`src/rtl/i2s_tx.sv`:
```
// i2s_tx: parametrised serial audio transmitter (I2S / left-justified, stereo or TDM).
//
// Ports:
//   clock    in   system clock
//   reset    in   synchronous, active-high reset
//   data     in   CHANNELS*WIDTH frame samples, channel 0 in the MSBs, two's complement
//   valid    in   data holds a new frame
//   ready    out  one-clock pulse: data latched this cycle (frame start, valid high)
//   underrun out  one-clock pulse: frame start with valid low (previous frame repeats)
//   mck      out  free-running master clock, clock/(2*MCKDIV)
//   sck      out  bit clock, clock/(2*SCKDIV)
//   lr       out  word/frame select (low for the first half of the channel slots)
//   d        out  serial data, MSB first, zero-padded to SLOT bits, changes on sck falling
module i2s_tx #(
  parameter int SCKDIV   = 14,
  parameter int MCKDIV   = 2,
  parameter int WIDTH    = 16,
  parameter int SLOT     = 32,
  parameter int CHANNELS = 2,
  parameter int MODE     = 0
) (
  input  logic                         clock,
  input  logic                         reset,
  input  logic [CHANNELS*WIDTH-1:0]    data,
  input  logic                         valid,
  output logic                         ready,
  output logic                         underrun,
  output logic                         mck,
  output logic                         sck,
  output logic                         lr,
  output logic                         d
);

  localparam int FW  = CHANNELS * WIDTH;
  localparam int SCW = (SCKDIV > 1) ? $clog2(SCKDIV) : 1;
  localparam int MCW = (MCKDIV > 1) ? $clog2(MCKDIV) : 1;
  localparam int BW  = (SLOT > 1) ? $clog2(SLOT) : 1;
  localparam int CW  = $clog2(CHANNELS);

  logic [SCW-1:0] sck_cnt;
  logic [MCW-1:0] mck_cnt;
  // The bit counter n is held as (slot, bit-in-slot) so no division by SLOT is needed.
  logic [BW-1:0]  bit_q;
  logic [CW-1:0]  slot_q;
  logic [FW-1:0]  frame_q;

  logic           sck_tc, mck_tc, fe, wrap, bit_last, slot_last;
  logic [BW-1:0]  bit_n;
  logic [CW-1:0]  slot_n;
  logic [FW-1:0]  frame_n;
  logic           lr_n, d_n;

  // Bit b (MSB first) of channel s's slot; zero in the padding region.
  function automatic logic pick(input logic [FW-1:0] f, input logic [CW-1:0] s,
                                input logic [BW-1:0] b);
    int idx;
    if (int'(b) >= WIDTH) return 1'b0;
    idx = (CHANNELS - int'(s)) * WIDTH - 1 - int'(b);
    return |((f >> idx) & FW'(1));
  endfunction

  always_comb begin
    sck_tc    = (sck_cnt == SCW'(SCKDIV - 1));
    mck_tc    = (mck_cnt == MCW'(MCKDIV - 1));
    fe        = sck_tc && sck;
    bit_last  = (bit_q == BW'(SLOT - 1));
    slot_last = (slot_q == CW'(CHANNELS - 1));
    wrap      = fe && bit_last && slot_last;

    bit_n  = bit_last ? '0 : bit_q + 1'b1;
    slot_n = slot_q;
    if (bit_last) slot_n = slot_last ? '0 : slot_q + 1'b1;

    ready    = wrap && valid && !reset;
    underrun = wrap && !valid && !reset;
    frame_n  = (wrap && valid) ? data : frame_q;

    lr_n = (slot_n >= CW'(CHANNELS / 2));
    // Left-justified sends position n with the frame as it will be after this
    // edge (new frame at n=0). I2S sends position n-1, which is exactly the
    // pre-update counter against the pre-update frame, so the n=0 bit is the
    // tail of the previous frame's last slot.
    if (MODE == 1) d_n = pick(frame_n, slot_n, bit_n);
    else           d_n = pick(frame_q, slot_q, bit_q);
  end

  always_ff @(posedge clock) begin
    if (reset) begin
      sck_cnt <= '0;
      mck_cnt <= '0;
      sck     <= 1'b0;
      mck     <= 1'b0;
      bit_q   <= '0;
      slot_q  <= '0;
      frame_q <= '0;
      lr      <= 1'b0;
      d       <= 1'b0;
    end else begin
      sck_cnt <= sck_tc ? '0 : sck_cnt + 1'b1;
      mck_cnt <= mck_tc ? '0 : mck_cnt + 1'b1;
      if (sck_tc) sck <= ~sck;
      if (mck_tc) mck <= ~mck;
      if (fe) begin
        bit_q   <= bit_n;
        slot_q  <= slot_n;
        frame_q <= frame_n;
        lr      <= lr_n;
        d       <= d_n;
      end
    end
  end

endmodule

```
`config.mk`:
```
export PLATFORM = sky130hd
export DESIGN_NAME = i2s_tx
export DESIGN_NICKNAME = d
export VERILOG_FILES = /design/src/rtl/i2s_tx.sv
export SDC_FILE = /design/constraint.sdc
export NUM_CORES = 1
export LEC_CHECK = 0
export ABC_AREA = 1
export BUFFER_PORTS_ARGS = -buffer_cell sky130_fd_sc_hd__buf_2
export CAP_MARGIN = 20
export CELL_PAD_IN_SITES_DETAIL_PLACEMENT = 1
export CELL_PAD_IN_SITES_GLOBAL_PLACEMENT = 1
export CORE_MARGIN = 2
export CORE_UTILIZATION = 35
export DETAILED_ROUTE_END_ITERATION = 8
export PLACE_DENSITY_LB_ADDON = 0.1
export SETUP_SLACK_MARGIN = 0.3
export SLEW_MARGIN = 0
export SYNTH_ARGS = -nofsm -noshare
export SYNTH_HDL_FRONTEND = slang
export SYNTH_SLANG_ARGS = --single-unit
```
`constraint.sdc`:
```
create_clock -name clock -period 1.7 [get_ports clock]
set_clock_uncertainty 0.1 [all_clocks]
set_input_delay 0.17 -clock clock [delete_from_list [all_inputs] [get_ports clock]]
set_output_delay 0.17 -clock clock [all_outputs]
set_load 0.01 [all_outputs]
```
==> flow_metrics.py, run 1 <==
metrics = {
    "cts": {
        "htreeDepth": 2,
        "cts.clk_slew.worst_paths_ps": 80,
        "clk-insertion-delay-late_ps": 300,
        "cts_tree": "yes",
        "cts_num_sinks": 46,
        "cts-root-buf": "clkbuf_8",
        "cts_buffers": 5,
        "clockBufferDepth": 2,
    },
    "synthesis": {
        "syn_nets": 332,
        "synthFlopType": "dfxtp_1",
        "synth_area_leaders": "dfxtp_1 (44%), nand2_1 (15%), a21oi_1 (11%)",
        "syn_inst": 292,
        "ys.warnings.count": 0,
        "ys_ff_latch": 46,
        "syn_area_um2": 2100,
        "ys_seq_area_frac": 0.438,
        "synth_top_area_frac": 0.438,
        "synthArstFlopShare": 0,
        "postSynthAreaPerCell_um2": 7.20,
        "yosysTopAreaCell": "dfxtp_1",
        "synth.most_common_cell": "nand2_1",
        "yosys-top-cells-count": "nand2_1 (82), a21oi_1 (46), dfxtp_1 (46), nand3_1 (46), nor2_1 (14)",
        "synth_edf_count": 0,
        "yosys.cell_types.count": 19,
    },
    "floorplan": {
        "num_rows": 28,
        "core_um2": 5850,
        "die_area_um2": 6650,
        "ioPinCount": 41,
        "dieWidth_um": 81.5,
        "initial_utilization": 0.359,
        "die_height_um": 81.5,
    },
    "worst_setup_path": {
        "r2r-start": "bit_q[1]",
        "crit-reg2reg-capture": "frame_q[3]",
        "cp-endpoint": "underrun",
        "path_delay_family": "simple AND/OR/NAND/NOR gates",
        "required_ps": 1430,
        "cp_data_arrival_time_ps": 1880,
        "cp_num_buf_inv": 4,
        "worstPathMaxFanout": 3,
        "cp-end-kind": "output port",
        "reg2reg_depth": 12,
        "worstPathCellList": "ha_4, inv_2, nor3_2, ha_2, inv_2, nor3b_4, buf_6, nand2_4, nor2_4, buf_6",
        "cp-start-kind": "flip-flop",
        "crit_path_start": "bit_q[1]",
        "slowest_stage": "dfxtp_2",
        "r2r_slack_ps": -400,
        "cp.depth": 10,
        "max_stage_delay_ps": 370,
        "worst-setup-path-type": "flip-flop to output port",
    },
    "timing": {
        "fin_crit_sh": 1.26,
        "drv_slew": 0,
        "setup_tns_ps": -11280,
        "finalHoldViolations": 0,
        "relSlewSlack": 0.723,
        "setup_ws_ps": -447,
        "min_period_ps": 2150,
        "finalSetupViolCount": 35,
        "max_freq_mhz": 466,
        "max_slew.worst_pin.slew_ps": 415,
        "rsz0062_at_grt": "true",
    },
    "power": {
        "peakVddDrop_v": 0.000492,
        "cellPowerDensity_nw_per_um2": 643,
        "p_leak_nw": 1.28,
    },
    "layout": {
        "area_growth_pct": 47.8,
        "num_antenna_cells": 0,
        "nets": 404,
        "drive_gt1_frac": 0.362,
        "fill_cells": 711,
        "fin_util": 0.531,
    },
    "drt": {
        "firstDrtPassIters": 4,
        "drt-initial-drc-count": 110,
        "antenna_left": 0,
        "viasPerCell": 4.94,
        "vias": 2173,
        "routedWlPerCell_um": 15.4,
        "wirelength_um": 6800,
        "drc": 0,
    },
    "worst_hold_path": {
        "hold_path_class": "input port to flip-flop",
    },
    "global_routing": {
        "grt_pass1_wl_um": 10400,
        "grt_overflow_total": 0,
        "track_usage": 0.208,
        "antenna_found_initial": 0,
        "grt_max_degree": 35,
        "grt_pass1_vias": 2116,
    },
    "placement": {
        "port_buffers": 40,
        "dpl.hpwl_um": 4300,
        "gp_congestion": 0.776,
        "post-place-ws_ps": -218,
    },
    "job": {
        "drv_cap": 0,
    },
    "outcome": {
        "violations": "setup timing",
        "status": "finished, violations left",
    },
}
==> state kept, by name, indices dropped and copies added, names as in the netlist <==
| signal | flops |
|---|---|
| sck_cnt | 4 |
| bit_q | 5 |
| mck | 1 |
| mck_cnt | 1 |
| d | 1 |
| sck | 1 |
| lr | 1 |
| frame_q | 32 |
==> layout make-up <==
| cell class | instances | area [um^2] | share of cell area |
|---|---|---|---|
| clock buffers | 8 | 110 | 0.0354 |
| inverters | 14 | 65.1 | 0.0209 |
| multi-input cells | 213 | 1170 | 0.375 |
| flip-flops and latches | 46 | 928 | 0.299 |
| well taps | 75 | 93.8 | 0.0302 |
| repair buffers | 84 | 744 | 0.239 |
==> placed cells by master (no fill, tap or decap), drive strengths merged, types with 5 or more instances in the layout <==
cell,netlist,layout
nand3,46,46
buf,10,80
dfxtp,46,46
o21ai,7,7
a21oi,46,46
inv,13,13
nand2,83,83
nor2,14,14
nor3,6,6
clkbuf,9,9
ha,5,5
==> stage by stage <==
step	cell area [um^2]	hold slack [ps]	instances	total power, mW
after floorplan	2160	234	292	1.17
after global placement	2560	327	412	1.23
after detailed placement	2560	332	412	1.24
after CTS	2950	19.2	433	2.03
after global routing	3110	22.9	440	2.10
final	3110	22.1	440	2.00
==> worst min path at each step <==
stage          cells after the start      from           to  slack, ps
2_1_floorplan                      2   data[0]   frame_q[0]        230
3_3_place_gp                       1   mck_cnt      mck_cnt        330
3_5_place_dp                       1   mck_cnt      mck_cnt        330
4_1_cts                            3  data[23]  frame_q[23]         20
5_1_grt                            3  data[15]  frame_q[15]         20
6_report                           3  data[15]  frame_q[15]         20
==> where the power goes <==
part	internal (mW)	switching (mW)	total [mW]	leakage, nW
logic	0.0592	0.0650	0.124	0.848
clock network	0.411	0.371	0.782	0.0575
registers	1.09	0.00761	1.09	0.373
==> repair_timing <==
action / CTS / global route
resized for setup: 24 / 27
buffers inserted: 10 / 6
pin swaps: 5 / 12
endpoints found under the setup margin: 40 / 41
hold buffers: 0 / 0
gates cloned: 3 / 1
==> cells by family after synthesis <==
group	count (synthesis)	synth area share
and+or+nand+nor	153	0.321
AOI/OAI and AO/OA	53	0.126
DFF	46	0.438
buffers and inverters	33	0.0767
adders and majority gates	5	0.0297
xor gates and xnor gates	2	0.00833
==> worst register-to-register path: stages, from the launching register on <==
cell       delay (ps)
dfxtp_2           370
ha_4              150
inv_2              40
nor3_2            120
ha_2              210
inv_2              50
nor3b_4           210
buf_4             160
buf_6             110
nand2_8            70
bufbuf_16         290
nand2_1            50
a21oi_1            50
==> metal layers <==
| metal | part of all wire | global-route usage | wire [um] |
|---|---|---|---|
| met4 | 0.023 | 0.0644 | 153 |
| met1 | 0.44 | 0.262 | 2990 |
| met5 | 0 | 0 | 0 |
| met3 | 0.033 | 0.0473 | 227 |
| met2 | 0.50 | 0.351 | 3420 |
No activity file was read; power rests on OpenSTA's default activity.
==> run 2, diff against run 1 <==
--- a/config.mk
+++ b/config.mk
@@ -5,13 +5,11 @@
 export SDC_FILE = /design/constraint.sdc
 export NUM_CORES = 1
 export LEC_CHECK = 0
-export ABC_AREA = 1
 export BUFFER_PORTS_ARGS = -buffer_cell sky130_fd_sc_hd__buf_2
-export CAP_MARGIN = 20
 export CELL_PAD_IN_SITES_DETAIL_PLACEMENT = 1
 export CELL_PAD_IN_SITES_GLOBAL_PLACEMENT = 1
 export CORE_MARGIN = 2
-export CORE_UTILIZATION = 35
+export CORE_UTILIZATION = 36
 export DETAILED_ROUTE_END_ITERATION = 8
 export PLACE_DENSITY_LB_ADDON = 0.1
 export SETUP_SLACK_MARGIN = 0.3
==> flow_metrics.py, run 2 <==
metrics = {
    "outcome": {
        "status": "finished, violations left",
        "violations": "setup timing",
    },
    "power": {
        "power.switching_mw": 0.457,
        "seqPwrFrac": 0.486,
        "switching_share": 0.204,
        "peakVddDrop_v": 0.000362,
        "cellPowerDensity_nw_per_um2": 652,
        "intPower_mw": 1.78,
        "comb_power_share": 0.065,
        "p_leak_nw": 1.35,
        "power_frac_clock": 0.449,
    },
    "cts": {
        "cts-root-buf": "clkbuf_8",
        "htreeDepth": 2,
        "cts_tree": "yes",
        "cts_num_sinks": 46,
        "clk-insertion-delay-late_ps": 300,
        "cts_buffers": 5,
        "cts.clk_slew.worst_paths_ps": 90,
        "clockBufferDepth": 2,
    },
    "floorplan": {
        "ioPinCount": 41,
        "die_height_um": 79.5,
        "core_um2": 5510,
        "num_rows": 27,
        "dieWidth_um": 79.5,
        "initial_utilization": 0.373,
        "die_area_um2": 6330,
    },
    "synthesis": {
        "ys.warnings.count": 0,
        "yosys-top-cells-count": "nand2_1 (68), dfxtp_1 (46), a21oi_1 (40)",
        "synthSimpleGateAreaFrac": 0.225,
        "synth-compound-area-share": 0.141,
        "syn_area_um2": 2050,
        "ys_ff_latch": 46,
        "yosys.cell_types.count": 41,
        "synth_edf_count": 0,
        "synth_top_area_frac": 0.448,
        "synth_top_family_by_area": "simple AND/OR/NAND/NOR gates",
        "yosysTopAreaCell": "dfxtp_1",
        "synth_area_leaders": "dfxtp_1 (45%), nand2_1 (12%), a21oi_1 (9.7%)",
        "syn_nets": 279,
        "postSynthAreaPerCell_um2": 8.60,
        "synth-xor-area-share": 0.0128,
        "synthFlopType": "dfxtp_1",
        "synthArstFlopShare": 0,
        "ys_seq_area_frac": 0.448,
        "synthMuxAreaShare": 0.0889,
        "synth.most_common_cell": "nand2_1",
        "synth_fa_ha_area_frac": 0.0305,
        "syn_inst": 239,
    },
    "timing": {
        "max_freq_mhz": 505,
        "relSlewSlack": 0.708,
        "min_period_ps": 1980,
        "setup_tns_ps": -5270,
        "rsz0062_at_grt": "true",
        "max_slew.worst_pin.slew_ps": 427,
        "fin_crit_sh": 1.17,
        "finalHoldViolations": 0,
        "hold_ws_ps": 4.85,
        "finalSetupViolCount": 37,
        "drv_slew": 0,
        "setup_ws_ps": -281,
    },
    "worst_setup_path": {
        "slowest_stage": "dfxtp_4",
        "max_stage_delay_ps": 370,
        "required_ps": 1430,
        "worstPathMaxFanout": 3,
        "cpMostUsedCell": "ha_4",
        "reg2reg_depth": 7,
        "worstPathCellList": "ha_4, and3_4, ha_4, nand3_4, buf_6, nor3_2, buf_2",
        "cp_data_arrival_time_ps": 1710,
        "worst-setup-path-type": "flip-flop to output port",
        "cp-end-kind": "output port",
        "cp-start-kind": "flip-flop",
    },
    "layout": {
        "mostFrequentLayoutCells": "buf_2 (40), dfxtp_1 (39), nand2_1 (37), a21oi_2 (24), buf_4 (23)",
        "multi_input_area_um2": 1440,
        "fin_util": 0.625,
        "layout_commonest_cell": "buf_2",
        "drive_gt1_frac": 0.561,
        "largest_reg_flops": 32,
        "seqCellArea_um2": 940,
        "largest_registers": "frame_q x32, bit_q x5, sck_cnt x4",
        "fill_cells": 609,
        "area_growth_pct": 67.4,
        "layoutNonFillerInstCount": 400,
        "regMostFlops": "frame_q",
        "nets": 367,
        "num_antenna_cells": 0,
    },
    "worst_hold_path": {
        "hold_path_class": "input port to flip-flop",
        "holdPathStages": 3,
    },
    "drt": {
        "drc": 0,
        "drt-initial-drc-count": 75,
        "firstDrtPassIters": 4,
        "wirelength_um": 7010,
        "vias": 2104,
        "routedWlPerCell_um": 17.5,
        "antenna_left": 0,
        "viasPerCell": 5.26,
    },
    "placement": {
        "dpl.hpwl_um": 3640,
        "port_buffers": 40,
        "dpl.cell_count": 361,
        "gp_congestion": 0.743,
    },
    "job": {
        "drv_cap": 0,
    },
    "global_routing": {
        "grt_max_degree": 25,
        "grt_pass1_wl_um": 9890,
        "grt_pass1_vias": 1956,
        "antenna_found_initial": 0,
        "grt_overflow_total": 0,
        "track_usage": 0.207,
    },
}
[run 2: repair_timing]
item	4_1_cts	5_1_grt
hold endpoints to repair	10	4
gates cloned	4	2
setup buffers	5	6
endpoints found under the setup margin	39	42
pin swaps	11	53
hold buffers	10	4
resized for setup	35	91
[run 2: final timing paths]
check	from	endpoint	slack, ps
setup / recovery	bit_q[0]	ready	-280
hold / removal	data[31]	frame_q[31]	5
setup reg to reg	bit_q[0]	d	-270
hold reg to reg	mck_cnt	mck_cnt	340
[run 2: layer usage]
| layer | share of wire | vias to the layer above | GRT usage |
|---|---|---|---|
| li1 | - | 1001 | - |
| met1 | 0.43 | 1039 | 0.251 |
| met2 | 0.51 | 46 | 0.363 |
| met3 | 0.030 | 18 | 0.0407 |
| met4 | 0.028 | 0 | 0.0690 |
| met5 | 0 | - | 0 |
[run 2: kinds of logic after synthesis]
logic type,Yosys count
xor gates and xnor gates,3
buffers and inverters,21
muxes,9
AOI/OAI and AO/OA,51
adders and majority gates,5
DFF,46
and+or+nand+nor,104
[run 2: area by class of cell]
cell class                      count  share of cell area
Tap cell                           72              0.0262
Clock inverter                      2              0.0175
Clock buffer                        6              0.0240
Sequential cell                    46               0.273
Multi-Input combinational cell    175               0.420
Inverter                            2             0.00218
Timing Repair Buffer               97               0.237
[run 2: critical path, delay by kind of cell (launching register included)]
family,cells,cell delay (ps)
flip-flops,1,370
AND/OR/NAND/NOR,3,440
buffers and inverters,2,290
adder cells (fa/ha/maj),2,300
[run 2: through the flow]
step           cell area, um^2  worst slack [ps]  total power, mW
3_5_place_dp              2550              -142             1.22
2_1_floorplan             2200             -93.0             1.16
5_1_grt                   3440              -359             2.32
6_report                  3440              -281             2.24
3_3_place_gp              2550              -103             1.22
4_1_cts                   2980              -218             2.23
[run 2: power by group through the flow]
| stage | clock network, mW | registers [mW] | logic, mW |
|---|---|---|---|
| 5_1_grt | 1.07 | 1.09 | 0.161 |
| 4_1_cts | 1.02 | 1.09 | 0.123 |
| 3_3_place_gp | 0 | 1.12 | 0.0988 |
| 6_report | 1.01 | 1.09 | 0.147 |
| 3_5_place_dp | 0 | 1.12 | 0.101 |
| 2_1_floorplan | 0 | 1.12 | 0.0373 |
==> run 3, diff against run 2 <==
--- a/config.mk
+++ b/config.mk
@@ -13,6 +13,7 @@
 export DETAILED_ROUTE_END_ITERATION = 8
 export PLACE_DENSITY_LB_ADDON = 0.1
 export SETUP_SLACK_MARGIN = 0.3
+export SKIP_CTS_REPAIR_TIMING = 1
 export SLEW_MARGIN = 0
 export SYNTH_ARGS = -nofsm -noshare
 export SYNTH_HDL_FRONTEND = slang
==> flow_metrics.py, run 3 (same netlist as run 2, synthesis figures left out) <==
metrics = {
    "outcome": {
        "status": "finished, violations left",
        "violations": "hold timing, setup timing",
    },
    "global_routing": {
        "grt_overflow_total": 0,
        "grt_max_degree": 33,
        "grt_pass1_vias": 1808,
        "antenna_found_initial": 0,
        "grt_pass1_wl_um": 8470,
        "track_usage": 0.172,
    },
    "floorplan": {
        "ioPinCount": 41,
        "die_height_um": 79.5,
        "num_rows": 27,
        "dieWidth_um": 79.5,
        "core_um2": 5510,
        "die_area_um2": 6330,
        "initial_utilization": 0.373,
    },
    "worst_setup_path": {
        "worstPathMaxFanout": 4,
        "crit_path_start": "bit_q[0]",
        "cp_data_arrival_time_ps": 1750,
        "required_ps": 1430,
        "worst-setup-path-type": "flip-flop to output port",
        "crit-reg2reg-capture": "d",
        "r2r_slack_ps": -160,
        "cp-endpoint": "ready",
        "cp-end-kind": "output port",
        "reg2reg_depth": 6,
        "cp-start-kind": "flip-flop",
        "r2r-start": "bit_q[0]",
    },
    "timing": {
        "relSlewSlack": 0.709,
        "hold_ws_ps": -3.72,
        "finalSetupViolCount": 37,
        "setup_ws_ps": -321,
        "fin_crit_sh": 1.19,
        "rsz0062_at_grt": "true",
        "max_freq_mhz": 495,
        "min_period_ps": 2020,
        "finalHoldViolations": 3,
        "drv_slew": 0,
        "setup_tns_ps": -3660,
        "max_slew.worst_pin.slew_ps": 425,
    },
    "layout": {
        "drive_gt1_frac": 0.377,
        "mostFrequentLayoutCells": "nand2_1 (67), buf_2 (40), dfxtp_1 (39), a21oi_1 (36), buf_4 (28)",
        "area_growth_pct": 40.1,
        "nets": 344,
        "num_antenna_cells": 0,
        "regMostFlops": "frame_q",
        "largest_registers": "frame_q x32, bit_q x5, sck_cnt x4",
        "fill_cells": 654,
        "largest_reg_flops": 32,
        "layout_commonest_cell": "nand2_1",
    },
    "placement": {
        "gp_congestion": 0.743,
        "port_buffers": 40,
        "dpl.hpwl_um": 3640,
    },
    "drt": {
        "drc": 0,
        "viasPerCell": 5.01,
        "wl_met3_um": 155,
        "antenna_left": 0,
        "drt-initial-drc-count": 47,
        "vias": 1888,
        "firstDrtPassIters": 4,
        "met2_length_um": 2750,
        "dr.max_layer_used": "met4",
        "routedWlPerCell_um": 14.6,
        "met1_length_um": 2480,
        "wirelength_um": 5490,
    },
    "worst_hold_path": {
        "hold_path_class": "input port to flip-flop",
    },
    "power": {
        "seqPwrFrac": 0.495,
        "power.switching_mw": 0.435,
        "switching_share": 0.198,
        "p_leak_nw": 1.08,
        "peakVddDrop_v": 0.000341,
        "cellPowerDensity_nw_per_um2": 765,
        "power_frac_clock": 0.456,
        "intPower_mw": 1.77,
        "comb_power_share": 0.049,
    },
    "job": {
        "drv_cap": 0,
    },
    "cts": {
        "cts-root-buf": "clkbuf_8",
        "cts.clk_slew.worst_paths_ps": 90,
        "clk-insertion-delay-late_ps": 310,
        "htreeDepth": 2,
        "cts_tree": "yes",
        "cts_buffers": 5,
        "cts_num_sinks": 46,
        "clockBufferDepth": 2,
    },
}
-- run 3: stage by stage --
step	area [um^2]	total power, mW	worst slack [ps]	std cells	util
after detailed placement	2550	1.22	-142	361	0.463
final	2880	2.20	-321	377	0.523
after CTS	2690	2.22	-380	369	0.489
after floorplan	2200	1.16	-93.0	239	-
after global routing	2880	2.29	-395	377	0.523
after global placement	2550	1.22	-103	361	0.463
-- run 3: worst min path at each step --
stage             start           to  slack (ps)  cells past startpoint
2_1_floorplan   data[0]   frame_q[0]         210                      2
4_1_cts        data[21]  frame_q[21]          -7                      3
6_report       data[25]  frame_q[25]          -4                      3
3_5_place_dp   data[21]  frame_q[21]         320                      3
3_3_place_gp   data[28]  frame_q[28]         310                      3
5_1_grt        data[31]  frame_q[31]         0.8                      3
-- run 3: power groups by stage --
stage                     combinational, mW  sequential, mW  clock (mW)
final                                 0.107            1.09        1.00
after global routing                  0.120            1.09        1.08
after CTS                             0.102            1.09        1.02
after detailed placement              0.101            1.12           0
after global placement               0.0988            1.12           0
after floorplan                      0.0373            1.12           0
-- run 3: routing by layer --
| metal | up-vias | GRT usage |
|---|---|---|
| met2 | 26 | 0.297 |
| met1 | 901 | 0.215 |
| met5 | - | 0 |
| met3 | 9 | 0.0373 |
| met4 | 0 | 0.0517 |
| li1 | 952 | - |
-- run 3: worst max-delay path: stages (launching register included) --
cell and delay (ps):
dfxtp_4 400, ha_4 150, and3_4 190, ha_4 170, nand3_4 100, buf_4 150, nor3_2 130, buf_2 170
-- run 3: final cells by class --
type | instances | area (um^2) | share of cell area
clock inverters | 2 | 60.1 | 0.0209
inverters | 2 | 7.51 | 0.00261
repair buffers | 77 | 508 | 0.177
clock buffers | 6 | 82.6 | 0.0287
well taps | 72 | 90.1 | 0.0313
flip-flops and latches | 46 | 940 | 0.327
multi-input cells | 172 | 1190 | 0.413
